===== config.mk =====
export PLATFORM = sky130hd
export DESIGN_NAME = weight_col_loader
export DESIGN_NICKNAME = d
export VERILOG_FILES = /design/src/rtl/weight_col_loader.sv
export SDC_FILE = /design/constraint.sdc
export NUM_CORES = 1
export LEC_CHECK = 0
export CORE_MARGIN = 3
export CORE_UTILIZATION = 49
export CTS_BUF_LIST = sky130_fd_sc_hd__clkbuf_8
export DETAILED_ROUTE_END_ITERATION = 8
export PLACE_DENSITY = 0.72
export SLEW_MARGIN = 20
export SYNTH_ARGS = -nofsm -noshare
export SYNTH_HDL_FRONTEND = slang
export SYNTH_SLANG_ARGS = --single-unit

===== constraint.sdc =====
create_clock -name clk -period 6.35 [get_ports clk]
set_input_delay 1.27 -clock clk [delete_from_list [all_inputs] [get_ports clk]]
set_output_delay 1.27 -clock clk [all_outputs]
set_load 0.01 [all_outputs]

===== src/rtl/weight_col_loader.sv =====
// rtl/weight_col_loader.sv - weight-preload transmitter for one systolic-array column
// Optional feature macro: WLOAD_ZERO_PAD_EN (short tiles are zero-padded instead of discarded)
module weight_col_loader #(
  parameter int W_BITWIDTH = 8,
  parameter int ROWS       = 4
) (
  input  logic                  clk,
  input  logic                  rst,
  input  logic                  s_valid,
  output logic                  s_ready,
  input  logic [W_BITWIDTH-1:0] s_data,
  input  logic                  s_last,
  input  logic                  switch_allow,
  output logic                  W_en,
  output logic [W_BITWIDTH-1:0] W_out,
  output logic                  switch_out,
  output logic                  busy,
  output logic                  err
);

  localparam int CW = (ROWS > 1) ? $clog2(ROWS) : 1;
  localparam logic [CW-1:0] LAST = CW'(ROWS - 1);

  typedef enum logic [2:0] {
    COLLECT = 3'd0,
    SHIFT   = 3'd1,
    SETTLE  = 3'd2,
    ARMED   = 3'd3,
    SWITCH  = 3'd4
  } state_t;

  state_t                state, state_n;
  logic [CW-1:0]         count, count_n;
  logic [CW-1:0]         settle, settle_n;
  logic                  w_en_n;
  logic [W_BITWIDTH-1:0] w_out_n;
  logic                  switch_n;
  logic                  err_n;
  logic [CW-1:0]         rd_idx;
  logic [W_BITWIDTH-1:0] wbuf [ROWS];

  logic accept;
  assign accept  = s_valid & s_ready;
  assign s_ready = (state == COLLECT);
  assign busy    = (state != COLLECT) | (count != '0);

  // Index of the word driven on the next shift cycle (count is the current shift index)
  assign rd_idx = LAST - count - CW'(1);

  // Tile buffer: store accepted words; a zero-padded short tile clears the unused tail
  always_ff @(posedge clk) begin
    if (accept) begin
      wbuf[count] <= s_data;
`ifdef WLOAD_ZERO_PAD_EN
      if (s_last && (count != LAST)) begin
        for (int j = 0; j < ROWS; j++) begin
          if (j > int'(count)) begin
            wbuf[j] <= '0;
          end
        end
      end
`endif
    end
  end

  // State and registered outputs
  always_ff @(posedge clk) begin
    if (rst) begin
      state      <= COLLECT;
      count      <= '0;
      settle     <= '0;
      W_en       <= 1'b0;
      W_out      <= '0;
      switch_out <= 1'b0;
      err        <= 1'b0;
    end else begin
      state      <= state_n;
      count      <= count_n;
      settle     <= settle_n;
      W_en       <= w_en_n;
      W_out      <= w_out_n;
      switch_out <= switch_n;
      err        <= err_n;
    end
  end

  // Next-state and next-output decode; the first shift word is taken straight from the
  // final handshake because it is written into the buffer on the same edge
  always_comb begin
    state_n  = state;
    count_n  = count;
    settle_n = settle;
    w_en_n   = 1'b0;
    w_out_n  = '0;
    switch_n = 1'b0;
    err_n    = err;
    unique case (state)
      COLLECT: begin
        if (accept) begin
          if (count == LAST) begin
            state_n = SHIFT;
            count_n = '0;
            w_en_n  = 1'b1;
            w_out_n = s_data;
            if (!s_last) begin
              err_n = 1'b1;
            end
          end else if (s_last) begin
`ifdef WLOAD_ZERO_PAD_EN
            state_n = SHIFT;
            count_n = '0;
            w_en_n  = 1'b1;
            w_out_n = '0;
`else
            err_n   = 1'b1;
            count_n = '0;
`endif
          end else begin
            count_n = count + CW'(1);
          end
        end
      end
      SHIFT: begin
        if (count == LAST) begin
          state_n  = SETTLE;
          count_n  = '0;
          settle_n = '0;
        end else begin
          w_en_n  = 1'b1;
          w_out_n = wbuf[rd_idx];
          count_n = count + CW'(1);
        end
      end
      SETTLE: begin
        if (settle == LAST) begin
          state_n  = ARMED;
          settle_n = '0;
        end else begin
          settle_n = settle + CW'(1);
        end
      end
      ARMED: begin
        if (switch_allow) begin
          state_n  = SWITCH;
          switch_n = 1'b1;
        end
      end
      SWITCH: begin
        state_n = COLLECT;
      end
      default: begin
        state_n = COLLECT;
      end
    endcase
  end

endmodule


== Word-level counts from Yosys, hierarchy flattened ==
Memories as Yosys holds them, arrays and structs flattened.
Cells that the tools add are included.

* Register bits: 18
* Bits in writable memories: 32
* Bits of input ports: 13
* Output and inout bits: 13
* Word-level logic and storage cells: 65
* Memories: 1

* $add $sub $neg: 4
* Equality and inequality tests: 11
* Mux-type cells: 28
* Bitwise logic cells: 3
* Reductions and logical operators: 11

{| class="wikitable"
|+ Memories
! memory !! words !! bits a word !! rd ports !! clocked after Yosys merged registers in !! wr ports !! line !! text
|-
| wbuf || 4 || 8 || 1 || 0 || 1 || 40 || <nowiki>logic [W_BITWIDTH-1:0] wbuf [ROWS];</nowiki>
|}

{| class="wikitable"
|+ Operators by type and width
! kind !! number
|-
| two-way mux 8 bit || 3
|-
| one-hot mux 8 bit (2 select lines) || 1
|-
| two-way mux 3 bit || 5
|-
| two-way mux 2 bit || 6
|-
| one-hot mux 3 bit (4 select lines) || 1
|-
| two-way mux 1 bit || 9
|-
| != test 2 bit (second input constant) || 4
|-
| one-hot mux 2 bit (2 select lines) || 2
|-
| nonzero test 2 bit || 4
|-
| equality test 3 x 2 -> 1 bit (second input constant) || 2
|-
| AND reduction 5 bit || 1
|-
| adder 2 x 1 -> 2 bit (second input constant) || 2
|-
| equality test 2 bit (second input constant) || 2
|-
| != test 2 x 1 -> 1 bit (second input constant) || 2
|-
| AND reduction 2 bit || 2
|-
| AND reduction 4 bit || 1
|-
| equality test 3 x 1 -> 1 bit (second input constant) || 1
|-
| zero test 3 bit || 1
|-
| nonzero test 3 bit || 1
|-
| one-hot mux 1 bit (2 select lines) || 1
|-
| OR reduction 2 bit || 1
|-
| subtractor 2 x 1 -> 2 bit (second input constant) || 1
|-
| subtractor 2 bit (first input constant) || 1
|-
| AND 1 bit || 1
|-
| other kinds (2) || 2
|}

== Longest topological paths before layout ==
* Word-level depth: 5
* Gate-level depth with buffers: 7
* Mapped depth without buffers: 5

== Least setup slack after synthesis ==
Ideal clock, no wire load.

* Path type: flip-flop to output port
* From: register count[0]
* To: output port busy
* Arrival time: 1086 ps
* Required time: 5080 ps
* Setup slack: 3994 ps
* Stages on the path, launching flop included: 5
* Buffers on the path: 1
* Cell sequence: dfxtp_1 > buf_2 > inv_1 > ha_1 > nand2_1

* Cells in the longest elaborated chain, start to end: 2

{| class="wikitable"
|+ RTL lines
! item !! line !! text
|-
| start, declared || 33 || <nowiki>logic [CW-1:0] count, count_n;</nowiki>
|-
| start signal, assigned || 78 || <nowiki>count <= count_n;</nowiki>
|-
| nonzero test 2 bit || 45 || <nowiki>assign busy = (state != COLLECT) | (count != '0);</nowiki>
|-
| OR 1 bit || 45 ||
|-
| end, declared || 17 || <nowiki>output logic busy,</nowiki>
|}

Every way passes these cells.

== Final worst setup path ==
Ends and elaborated chain as after synthesis.

==> flow_metrics.tcl <==
set metrics [dict create \
    worstMarginPinSlew_ns 0.784 \
    cts_buffer_depth 2 \
    io_pins 26 \
    grt_pass1_wl_mm 6.30 \
    finalSetupViolCount 0 \
    hold_class "reg2reg" \
    path_buf_inv 2 \
    syn-num-nets 165 \
    status "complete, no violations" \
    cts_max_level 2 \
    synth_cell_types 32 \
    synth_top_area_share_pct 47.5 \
    antenna_found_initial 0 \
    placed_cells 212 \
    rsz0062_at_grt "false" \
    synth_top_cell_by_area "edfxtp_1" \
    dr_total_vias 1245 \
    report.final.slew_viol_count 0 \
    synth-edff-count 32 \
    worst_hold_slack_ns 0.502 \
    ys_async_sr_fraction_pct 0 \
    critPathKind "reg2out" \
    drv_cap 0 \
    path_cells "inv_1 -> ha_1 -> nand2_1 -> clkdlybuf4s50_1" \
    initial_utilization_pct 52.8 \
    cts.sinks 50 \
    dieArea_sq_um 4930 \
    rr_startpoint "count[0]$_SDFFE_PP0P_" \
    p_total_uw 570 \
    viasPerCell 5.66 \
    port_buffers 25 \
    max_slew_margin_pct 47.6 \
    cp.required_ns 5.08 \
    crit_path_end_kind "primary output" \
    syn_area_sq_um 2020 \
    grt_use_total_pct 16.9 \
    critPathSlowestCell "dfxtp_1" \
    cp_max_fo 15 \
    dr.first_iter.drc_count 70 \
    final_cells 220 \
    synth_commonest_cells "edfxtp_1, dfxtp_1, nand2_1" \
    die_w_um 70.2 \
    placed_area_sq_um 2300 \
    clock_latency_ns 0.30 \
    startpoint_type "register" \
    synth_ff_type "edfxtp_1" \
    hold_violations 0 \
    layout-drive-gt1-share_pct 13.4 \
    cpLargestDelayFamily "flip-flops" \
    n_antenna_cell 0 \
    fin_tns_setup_ns 0 \
    power_density_nw_per_um2 238 \
    yosysWarnings 0 \
    setup_ws_ns 2.93 \
    fmax_mhz 293 \
    drt_wl_total_mm 3.76 \
    crit_arrival_ns 2.15 \
    syn_to_final_growth_pct 18.2 \
    ant_nets 0 \
    postCtsSetupRepairBufs 0 \
    cts_resized 0 \
    gr-total-overflow 0 \
    fin_crit_sh_pct 53.8 \
    fillCellCount 289 \
    cp-startpoint "count[0]$_SDFFE_PP0P_" \
    ir_drop_mv 0.165 \
    postSynthCellCount 146 \
    route.detailed.drc 0 \
    cts_tree "done" \
    p_leak_nw 0.808 \
    drt-pass1-iter-count 4 \
    holdCritStartpoint "err$_SDFFE_PP0P_" \
    num_rows 22 \
    wire_per_inst_um 17.1 \
    critPathMaxStageDelay_ns 0.84 \
    synthTopCellsByArea "edfxtp_1, dfxtp_1, mux4_2" \
    hpwl_mm 2.51 \
    holdBufCountCts 0 \
    numCtsBuffers 5 \
    gp_congestion 0.779 \
    core_region_area_sq_um 3830 \
    final_core_util_pct 62.5 \
    avgSynthCellArea_sq_um 13.8 \
    pre_cts_ws_ns 3.23 \
    yosysMostFrequentCell "edfxtp_1" \
    synth_seq_cells 50 \
    cts-root-buf "clkbuf_8" \
    final_net_count 190 \
    synth_seq_area_share_pct 65.3 \
    grt_pass1_vias 1261 \
    chipHeight_um 70.2 \
    path_clk_slew_ns 0.09 \
    skew_ns 0.00895 \
    min_period_ns 3.42 \
    final_area_sq_um 2390 \
    grt_max_degree 17 \
]
-- power by group --
group	switching [mW]	leakage, nW	internal, mW
registers	0.00402	0.439	0.352
clock network	0.103	0.0416	0.0761
logic	0.0160	0.327	0.0181
total	0.123	0.808	0.446
-- cells in the final DEF, fill, tap and decap left out, types with 2 or more instances in the layout --
master	n
a31oi_1	2
dfxtp_1	18
ha_1	6
mux4_2	8
nor2_1	4
o21ai_0	2
o21ai_1	8
clkbuf_8	5
nand2_1	13
nand2b_1	3
inv_1	8
and3_2	4
clkdlybuf4s50_1	25
nor3_1	3
clkinvlp_4	2
clkinv_1	6
a21oi_1	6
nor4_1	3
edfxtp_1	32
-- layout make-up --
| cell class | count | area [sq um] | share of cell area [%] |
|---|---|---|---|
| clock buffers | 5 | 68.8 | 2.88 |
| clock inverters | 3 | 18.8 | 0.785 |
| inverters | 13 | 48.8 | 2.04 |
| multi-input cells | 76 | 622 | 26.0 |
| flip-flops and latches | 50 | 1320 | 55.3 |
| well taps | 48 | 60.1 | 2.51 |
| repair buffers | 25 | 250 | 10.5 |
-- worst min-delay path: stages, from the launching register on --
cell and delay [ns]:
dfxtp_1 0.34, a31oi_1 0.05, nor2_1 0.08
-- cells by family after synthesis --
group,share of synthesized area [%]
mux,9.47
compound gates,6.99
fa+ha+maj,3.71
buf+inv,3.90
xor+xnor,0.433
flops,65.3
simple gates,10.1
-- registers in the layout (all words and copies together) (netlist names) --
name / count
W_en: 1
settle: 2
wbuf: 32
count: 2
switch_out: 1
err: 1
W_out: 8
state: 3
-- final timing paths --
path / endpoint / slack, ns / depth (start not counted)
setup reg to reg: count[1]$_SDFFE_PP0P_ / 4.02 / 4
hold / removal: err$_SDFFE_PP0P_ / 0.50 / 2
hold reg to reg: err$_SDFFE_PP0P_ / 0.50 / 2
setup / recovery: busy / 2.93 / 4
-- per-layer routing --
layer / routed length [um] / up-vias / part of all wire, % / global-route usage (%)
met5: 0 / - / 0 / 0
met4: 57 / 0 / 1.5 / 6.38
met3: 177 / 6 / 4.7 / 4.89
met2: 1940 / 30 / 52 / 27.7
met1: 1590 / 625 / 42 / 21.0
li1: - / 584 / - / -
Note: power is estimated with default switching activity, not from simulation.
